[src/rtl/inst_encoder.sv]
// RV32I instruction encoder: packs raw fields per format into a 4-entry output FIFO.
// Optional immediate range/alignment rejection enabled by defining ENC_RANGE_CHECK_EN.
module inst_encoder (
  input  logic        clk,
  input  logic        rst_n,
  input  logic        in_valid,
  output logic        in_ready,
  input  logic [2:0]  in_fmt,
  input  logic [6:0]  in_opcode,
  input  logic [2:0]  in_funct3,
  input  logic [6:0]  in_funct7,
  input  logic [4:0]  in_rd,
  input  logic [4:0]  in_rs1,
  input  logic [4:0]  in_rs2,
  input  logic [31:0] in_imm,
  output logic        out_valid,
  input  logic        out_ready,
  output logic [31:0] out_inst,
  output logic        err,
  input  logic        err_clr,
  output logic [2:0]  count
);

  typedef enum logic [2:0] {
    FMT_R = 3'd0,
    FMT_I = 3'd1,
    FMT_S = 3'd2,
    FMT_B = 3'd3,
    FMT_U = 3'd4,
    FMT_J = 3'd5
  } fmt_e;

  logic [31:0] mem [4];
  logic [1:0]  wr_ptr, rd_ptr;
  logic [2:0]  cnt;
  logic [31:0] enc;
  logic        fmt_ok;
  logic        range_bad;
  logic        accept, reject, push, pop;

  always_comb begin
    enc    = '0;
    fmt_ok = 1'b1;
    case (fmt_e'(in_fmt))
      FMT_R: enc = {in_funct7, in_rs2, in_rs1, in_funct3, in_rd, in_opcode};
      FMT_I: enc = {in_imm[11:0], in_rs1, in_funct3, in_rd, in_opcode};
      FMT_S: enc = {in_imm[11:5], in_rs2, in_rs1, in_funct3, in_imm[4:0], in_opcode};
      FMT_B: enc = {in_imm[12], in_imm[10:5], in_rs2, in_rs1, in_funct3,
                    in_imm[4:1], in_imm[11], in_opcode};
      FMT_U: enc = {in_imm[31:12], in_rd, in_opcode};
      FMT_J: enc = {in_imm[20], in_imm[10:1], in_imm[11], in_imm[19:12], in_rd, in_opcode};
      default: fmt_ok = 1'b0;
    endcase
  end

`ifdef ENC_RANGE_CHECK_EN
  logic signed [31:0] imm_s;
  assign imm_s = $signed(in_imm);

  always_comb begin
    range_bad = 1'b0;
    case (fmt_e'(in_fmt))
      FMT_I, FMT_S: range_bad = (imm_s < -2048) || (imm_s > 2047);
      FMT_B:        range_bad = (imm_s < -4096) || (imm_s > 4094) || in_imm[0];
      FMT_J:        range_bad = (imm_s < -1048576) || (imm_s > 1048574) || in_imm[0];
      FMT_U:        range_bad = (in_imm[11:0] != 12'd0);
      default:      range_bad = 1'b0;
    endcase
  end
`else
  assign range_bad = 1'b0;
`endif

  // Full FIFO stalls input even if a pop happens this cycle: no pass-through.
  assign in_ready  = ~cnt[2];
  assign accept    = in_valid & in_ready;
  assign reject    = accept & (~fmt_ok | range_bad);
  assign push      = accept & ~reject;
  assign pop       = out_valid & out_ready;
  assign out_valid = (cnt != 3'd0);
  assign out_inst  = mem[rd_ptr];
  assign count     = cnt;

  always_ff @(posedge clk or negedge rst_n) begin
    if (!rst_n) begin
      for (int unsigned i = 0; i < 4; i++) mem[i] <= '0;
      wr_ptr <= '0;
      rd_ptr <= '0;
      cnt    <= '0;
      err    <= 1'b0;
    end else begin
      if (push) begin
        mem[wr_ptr] <= enc;
        wr_ptr      <= wr_ptr + 2'd1;
      end
      if (pop) rd_ptr <= rd_ptr + 2'd1;
      case ({push, pop})
        2'b10:   cnt <= cnt + 3'd1;
        2'b01:   cnt <= cnt - 3'd1;
        default: cnt <= cnt;
      endcase
      if (reject)       err <= 1'b1;
      else if (err_clr) err <= 1'b0;
    end
  end

endmodule

[config.mk]
export PLATFORM = sky130hd
export DESIGN_NAME = inst_encoder
export DESIGN_NICKNAME = d
export VERILOG_FILES = /design/src/rtl/inst_encoder.sv
export SDC_FILE = /design/constraint.sdc
export NUM_CORES = 1
export LEC_CHECK = 0
export ABC_AREA = 0
export BUFFER_PORTS_ARGS = -buffer_cell sky130_fd_sc_hd__buf_2
export CAP_MARGIN = 20
export CORE_AREA = 2 2 155 157
export CTS_CLUSTER_SIZE = 20
export DETAILED_ROUTE_END_ITERATION = 12
export DIE_AREA = 0 0 157 159
export HOLD_SLACK_MARGIN = 0.12
export PLACE_DENSITY_LB_ADDON = 0.05
export SYNTH_ARGS = -nofsm -noshare
export SYNTH_HDL_FRONTEND = slang
export SYNTH_SLANG_ARGS = --single-unit
[constraint.sdc]
create_clock -name clk -period 2.15 [get_ports clk]
set_input_delay 0.1075 -clock clk [delete_from_list [all_inputs] [get_ports clk]]
set_output_delay 0.1075 -clock clk [all_outputs]
set_load 0.02 [all_outputs]
**Yosys cells after proc, flatten, opt, wreduce, memory -nomap -nowiden**

Index checks and enable logic that the tools add are counted.

- Add/sub/neg operators: 4
- Multiplexer cells: 11
- Equal/unequal tests: 7
- $lt $le $gt $ge: 3
- Reduce and logical (&&, ||, !) cells: 6
- Bitwise operators: 9

Operator list:

| operator | count |
|---|---|
| 32-bit one-hot mux with 6 select lines | 1 |
| 128-bit bitwise mux | 1 |
| 32-bit two-way mux | 3 |
| 32-bit binary-select mux with 2-bit select | 1 |
| 32-bit demux with 2-bit select | 1 |
| 3-bit by 2-bit equality test with 1-bit output, second input constant | 2 |
| 3-bit equality test, second input constant | 2 |
| 3-bit >= comparator, second input constant | 2 |
| 2-bit NOT with 3-bit output | 2 |
| 3-bit one-hot mux with 2 select lines | 1 |
| 6-bit OR reduction | 1 |
| 2-bit by 1-bit adder with 2-bit output, second input constant | 2 |
| 1-bit AND | 4 |
| 2-bit nonzero test | 2 |
| 3-bit by 1-bit adder with 3-bit output, second input constant | 1 |
| 3-bit by 1-bit equality test with 1-bit output, second input constant | 1 |
| 3-bit logical NOT | 1 |
| 3-bit by 1-bit < comparator with 1-bit output, second input constant | 1 |
| 1-bit two-way mux | 3 |
| 1-bit NOT | 3 |
| 3-bit nonzero test | 1 |
| 3-bit by 1-bit subtractor with 3-bit output, second input constant | 1 |
| 2-bit by 1-bit equality test with 1-bit output, second input constant | 1 |
| 2-bit equality test, second input constant | 1 |
| 1-bit logical AND | 1 |

- Register bits after elaboration: 136
- Output and inout port bits: 38

**Longest topological paths before layout**

- Depth in word-level cells: 9
- Mapped depth: 10

**Least setup slack after synthesis**

OpenSTA, ideal clock, no wires.

- Path kind: register to register
- From: reg cnt[2], in the netlist count[2]
- To: reg cnt[2], in the netlist count[2]
- Path buffers: 1
- Setup slack: 0.258 ns
- Setup time: 0.080 ns
- Required time: 2.070 ns
- Cell stages (with the launch flop): 10
- Period minus slack after synthesis: 1.892 ns
- Data arrival time: 1.812 ns
- Cells stage by stage: dfrtp_1 > nor2b_1 > buf_2 > nand2_1 > ha_1 > inv_1 > fa_1 > xor2_1 > nor2_1 > xnor2_1

- Cells in the longest elaborated chain, start to end: 7

Ends and longest elaborated chain:

| element | line | source |
|---|---|---|
| start: declaration | 35 | `logic [2:0] cnt;` |
| start signal: assignment | 98 | `2'b10: cnt <= cnt + 3'd1;` |
| start signal: assignment | 99 | `2'b01: cnt <= cnt - 3'd1;` |
| start signal: assignment | 100 | `default: cnt <= cnt;` |
| 1-bit NOT | 75 | `assign in_ready = ~cnt[2];` |
| 1-bit AND | 76 | `assign accept = in_valid & in_ready;` |
| 1-bit AND | 77 | `assign reject = accept & (~fmt_ok \| range_bad);` |
| 1-bit NOT | 78 | `assign push = accept & ~reject;` |
| 1-bit AND | 78 |  |
| 2-bit by 1-bit equality test with 1-bit output or 2-bit equality test (tied branches) | 97 | `case ({push, pop})` |
| 3-bit one-hot mux with 2 select lines or 2-bit nonzero test (tied branches) | - |  |

Several ways; a longest one is shown, not always the timed one.
A chain may end at the register's enable or synchronous reset.

**Worst setup path after layout**

- From: reg rd_ptr[0]
- To: out out_inst[14]

- Cells in the longest elaborated chain, start to end: 4

Ends and longest elaborated chain:

| element | line | source |
|---|---|---|
| start: declaration | 34 | `logic [1:0] wr_ptr, rd_ptr;` |
| start signal: assignment | 96 | `if (pop) rd_ptr <= rd_ptr + 2'd1;` |
| 2-bit NOT with 3-bit output (not written as such) | 81 | `assign out_inst = mem[rd_ptr];` |
| 32-bit binary-select mux with 2-bit select | 81 |  |
| 32-bit two-way mux (not written as such) (2 in a row) | 81 |  |
| end: declaration | 18 | `output logic [31:0] out_inst,` |

No other way between the ends. The select of a mux whose other input is x is not followed.

==> results.yml <==
run_status:
  outcome: "completed"
sta:
  hold_violations: 0
  fin_crit_sh: 0.940
  finalMaxSlewViolations: 0
  setup_violations: 0
  fin_setup_tns_ns: 0
  max_freq_mhz: 495
  rsz0062_at_grt: "no"
  tightest_slew_ns: 0.663
  fin_crit_ns: 2.02
  slew_headroom: 0.558
  skew_ns: 0.00580
clock_network:
  insertion_delay_ns: 0.41
  clock_path_buffers: 2
  htreeDepth: 4
  cts_tree: "done"
  clkTransAtPathRegs_ns: 0.06
  ctsHoldBuffers: 32
  cts-buffers-inserted: 17
  cts-root-buf: "clkbuf_16"
  clock_sinks: 136
  ctsResizeCount: 0
  postCtsSetupBuffers: 0
final_layout:
  layout_common_cells: "134 x dfrtp_1, 108 x buf_2, 104 x a31oi_1, 56 x mux2_2"
  final_core_util: 0.384
  syn_to_final_growth_pct: 29.8
  nets: 750
  fin_cells: 1003
  drive_above_1_share: 0.408
  antenna_cells: 0
  layout.cells.most_common: "dfrtp_1"
grt:
  grt_antenna_before_repair: 0
  grt_max_degree: 61
  grt_pass1_vias: 5589
  gr-usage-all-layers: 0.173
  grt_first_pass_wirelength_um: 32600
  grt_overflow_total: 0
placement:
  gp_congestion: 0.744
  place_inst: 940
  dp_hpwl_um: 13400
  io_buffers: 109
route:
  first_pass_iters: 5
  drcViolationCount: 0
  via_per_inst: 5.17
  wl_um: 20500
  antenna_left: 0
  drtIter0Drc: 264
  wl_per_cell_um: 20.5
  dr_total_vias: 5188
logic_synthesis:
  yosysTopAreaCell: "dfrtp_1"
  async_flop_share: 1.00
  synth_top_area_share: 0.496
  ys_seq_area_frac: 0.496
  avgSynthCellArea_um2: 12.9
  synth_seq_cells: 136
  ys.flop_type: "dfrtp_1"
  synth.top_cells.by_area: "dfrtp_1 50%, mux4_2 11%, a31oi_1 9.5%"
  syn-num-nets: 611
  synth_area_um2: 6860
  synth_cell_types: 39
  yosys_warnings: 0
  synth_edf_count: 0
  synthesis.instances: 533
worst_setup_path:
  crit_fanout: 16
  cp_slowest_cell: "mux4_2"
  worstPathCellList: "buf_4 -> mux4_2 -> buf_2"
  cp_slowest_stage_delay_ns: 0.58
  critPathKind: "reg2out"
  cp.depth: 3
  cp.required_ns: 2.04
  end_kind: "primary output"
  reg2regPathDepth: 6
  cp.arrival_ns: 1.91
  cp-start-kind: "register"
  critical_path_buf_inv_count: 2
  crit_family: "multiplexers"
hold_path:
  hp-class: "in2reg"
  min_path_cells: 4
floorplanning:
  die-area_um2: 25000
  fp.coreArea_um2: 23200
  fp.dieH_um: 159
  placementRows: 56
  die_x_um: 157
  initial_core_util: 0.296
  io_pins: 110
power_and_ir_drop:
  ir_worst_vdd_mv: 0.661
  p_per_area_nw_per_um2: 1600
  p_leak_nw: 3.78
  p_total_w: 0.0143
job:
  max_cap_viol_count: 0
[logic make-up after synthesis]
logic type,after synthesis,synth area share
AOI/OAI and AO/OA,157,0.147
xor gates and xnor gates,6,0.00766
adders and majority gates,6,0.0120
buffers and inverters,63,0.0458
DFF,136,0.496
muxes,110,0.237
and+or+nand+nor,55,0.0547
[synth_stat cells (4+ instances only)]
master and number:
a21o_1 16, a21oi_1 17, a22oi_1 4, a31oi_1 104, buf_1 11, buf_2 14, buf_6 8, clkbuf_1 17
dfrtp_1 136, ha_1 5, inv_1 13, mux2_1 10, mux2_2 56, mux2_4 8, mux2i_1 4, mux4_2 32
nand2_1 19, nand3b_1 14, nor3_4 4, o31ai_1 8, xnor2_1 4
[stage by stage]
step | worst slack, ns | hold slack (ns) | cell area (um2)
floorplan | 0.258 | -0.188 | 6860
global placement | 0.374 | 0.0703 | 7870
detailed placement | 0.330 | 0.0817 | 7870
CTS | 0.0721 | 0.125 | 8900
global route | 0.0317 | 0.148 | 8900
finish | 0.129 | 0.137 | 8900
[layer usage]
layer | GRT usage | part of all wire | up-vias
met5 | 0 | 0 | -
met1 | 0.238 | 0.47 | 2689
met4 | 0.0484 | 0.017 | 0
li1 | - | - | 2347
met2 | 0.278 | 0.48 | 129
met3 | 0.0327 | 0.036 | 23
[worst paths after layout]
kind	from	endpoint	slack, ns
max	rd_ptr[0]$_DFFE_PN0P_	out_inst[14]	0.13
min	in_fmt[2]	wr_ptr[0]$_DFFE_PN0P_	0.14
max reg2reg	wr_ptr[0]$_DFFE_PN0P_	mem[39]$_DFFE_PN0P_	0.35
min reg2reg	mem[19]$_DFFE_PN0P_	mem[19]$_DFFE_PN0P_	0.48
max in group asynchronous	rst_n	rd_ptr[1]$_DFFE_PN0P_	1.30
min in group asynchronous	rst_n	mem[94]$_DFFE_PN0P_	0.19
[flip-flops by register name, summed over array words and instances, names as in the netlist]
name    cells
rd_ptr      2
mem       128
count       3
wr_ptr      2
err         1
[where the power goes]
group | internal [W] | switching (W) | total [W]
combinational | 0.00287 | 0.00328 | 0.00615
sequential | 0.00387 | 0.000671 | 0.00454
clock | 0.00242 | 0.00117 | 0.00360
[worst register-to-register path, cell delays in order, from the launching register on]
cell	delay (ns)
dfrtp_1	0.42
inv_1	0.09
ha_1	0.24
inv_1	0.11
nor3_4	0.23
buf_12	0.24
mux2_2	0.36
[area by class of cell]
| class | count | area (um2) |
|---|---|---|
| Sequential cell | 136 | 3410 |
| Clock buffer | 17 | 425 |
| Multi-Input combinational cell | 334 | 3150 |
| Fill cell | 2240 | 14300 |
| Timing Repair Buffer | 170 | 1180 |
| Tap cell | 319 | 399 |
| Clock inverter | 14 | 293 |
| Inverter | 13 | 48.8 |
Power figures use the tool's default switching activity.
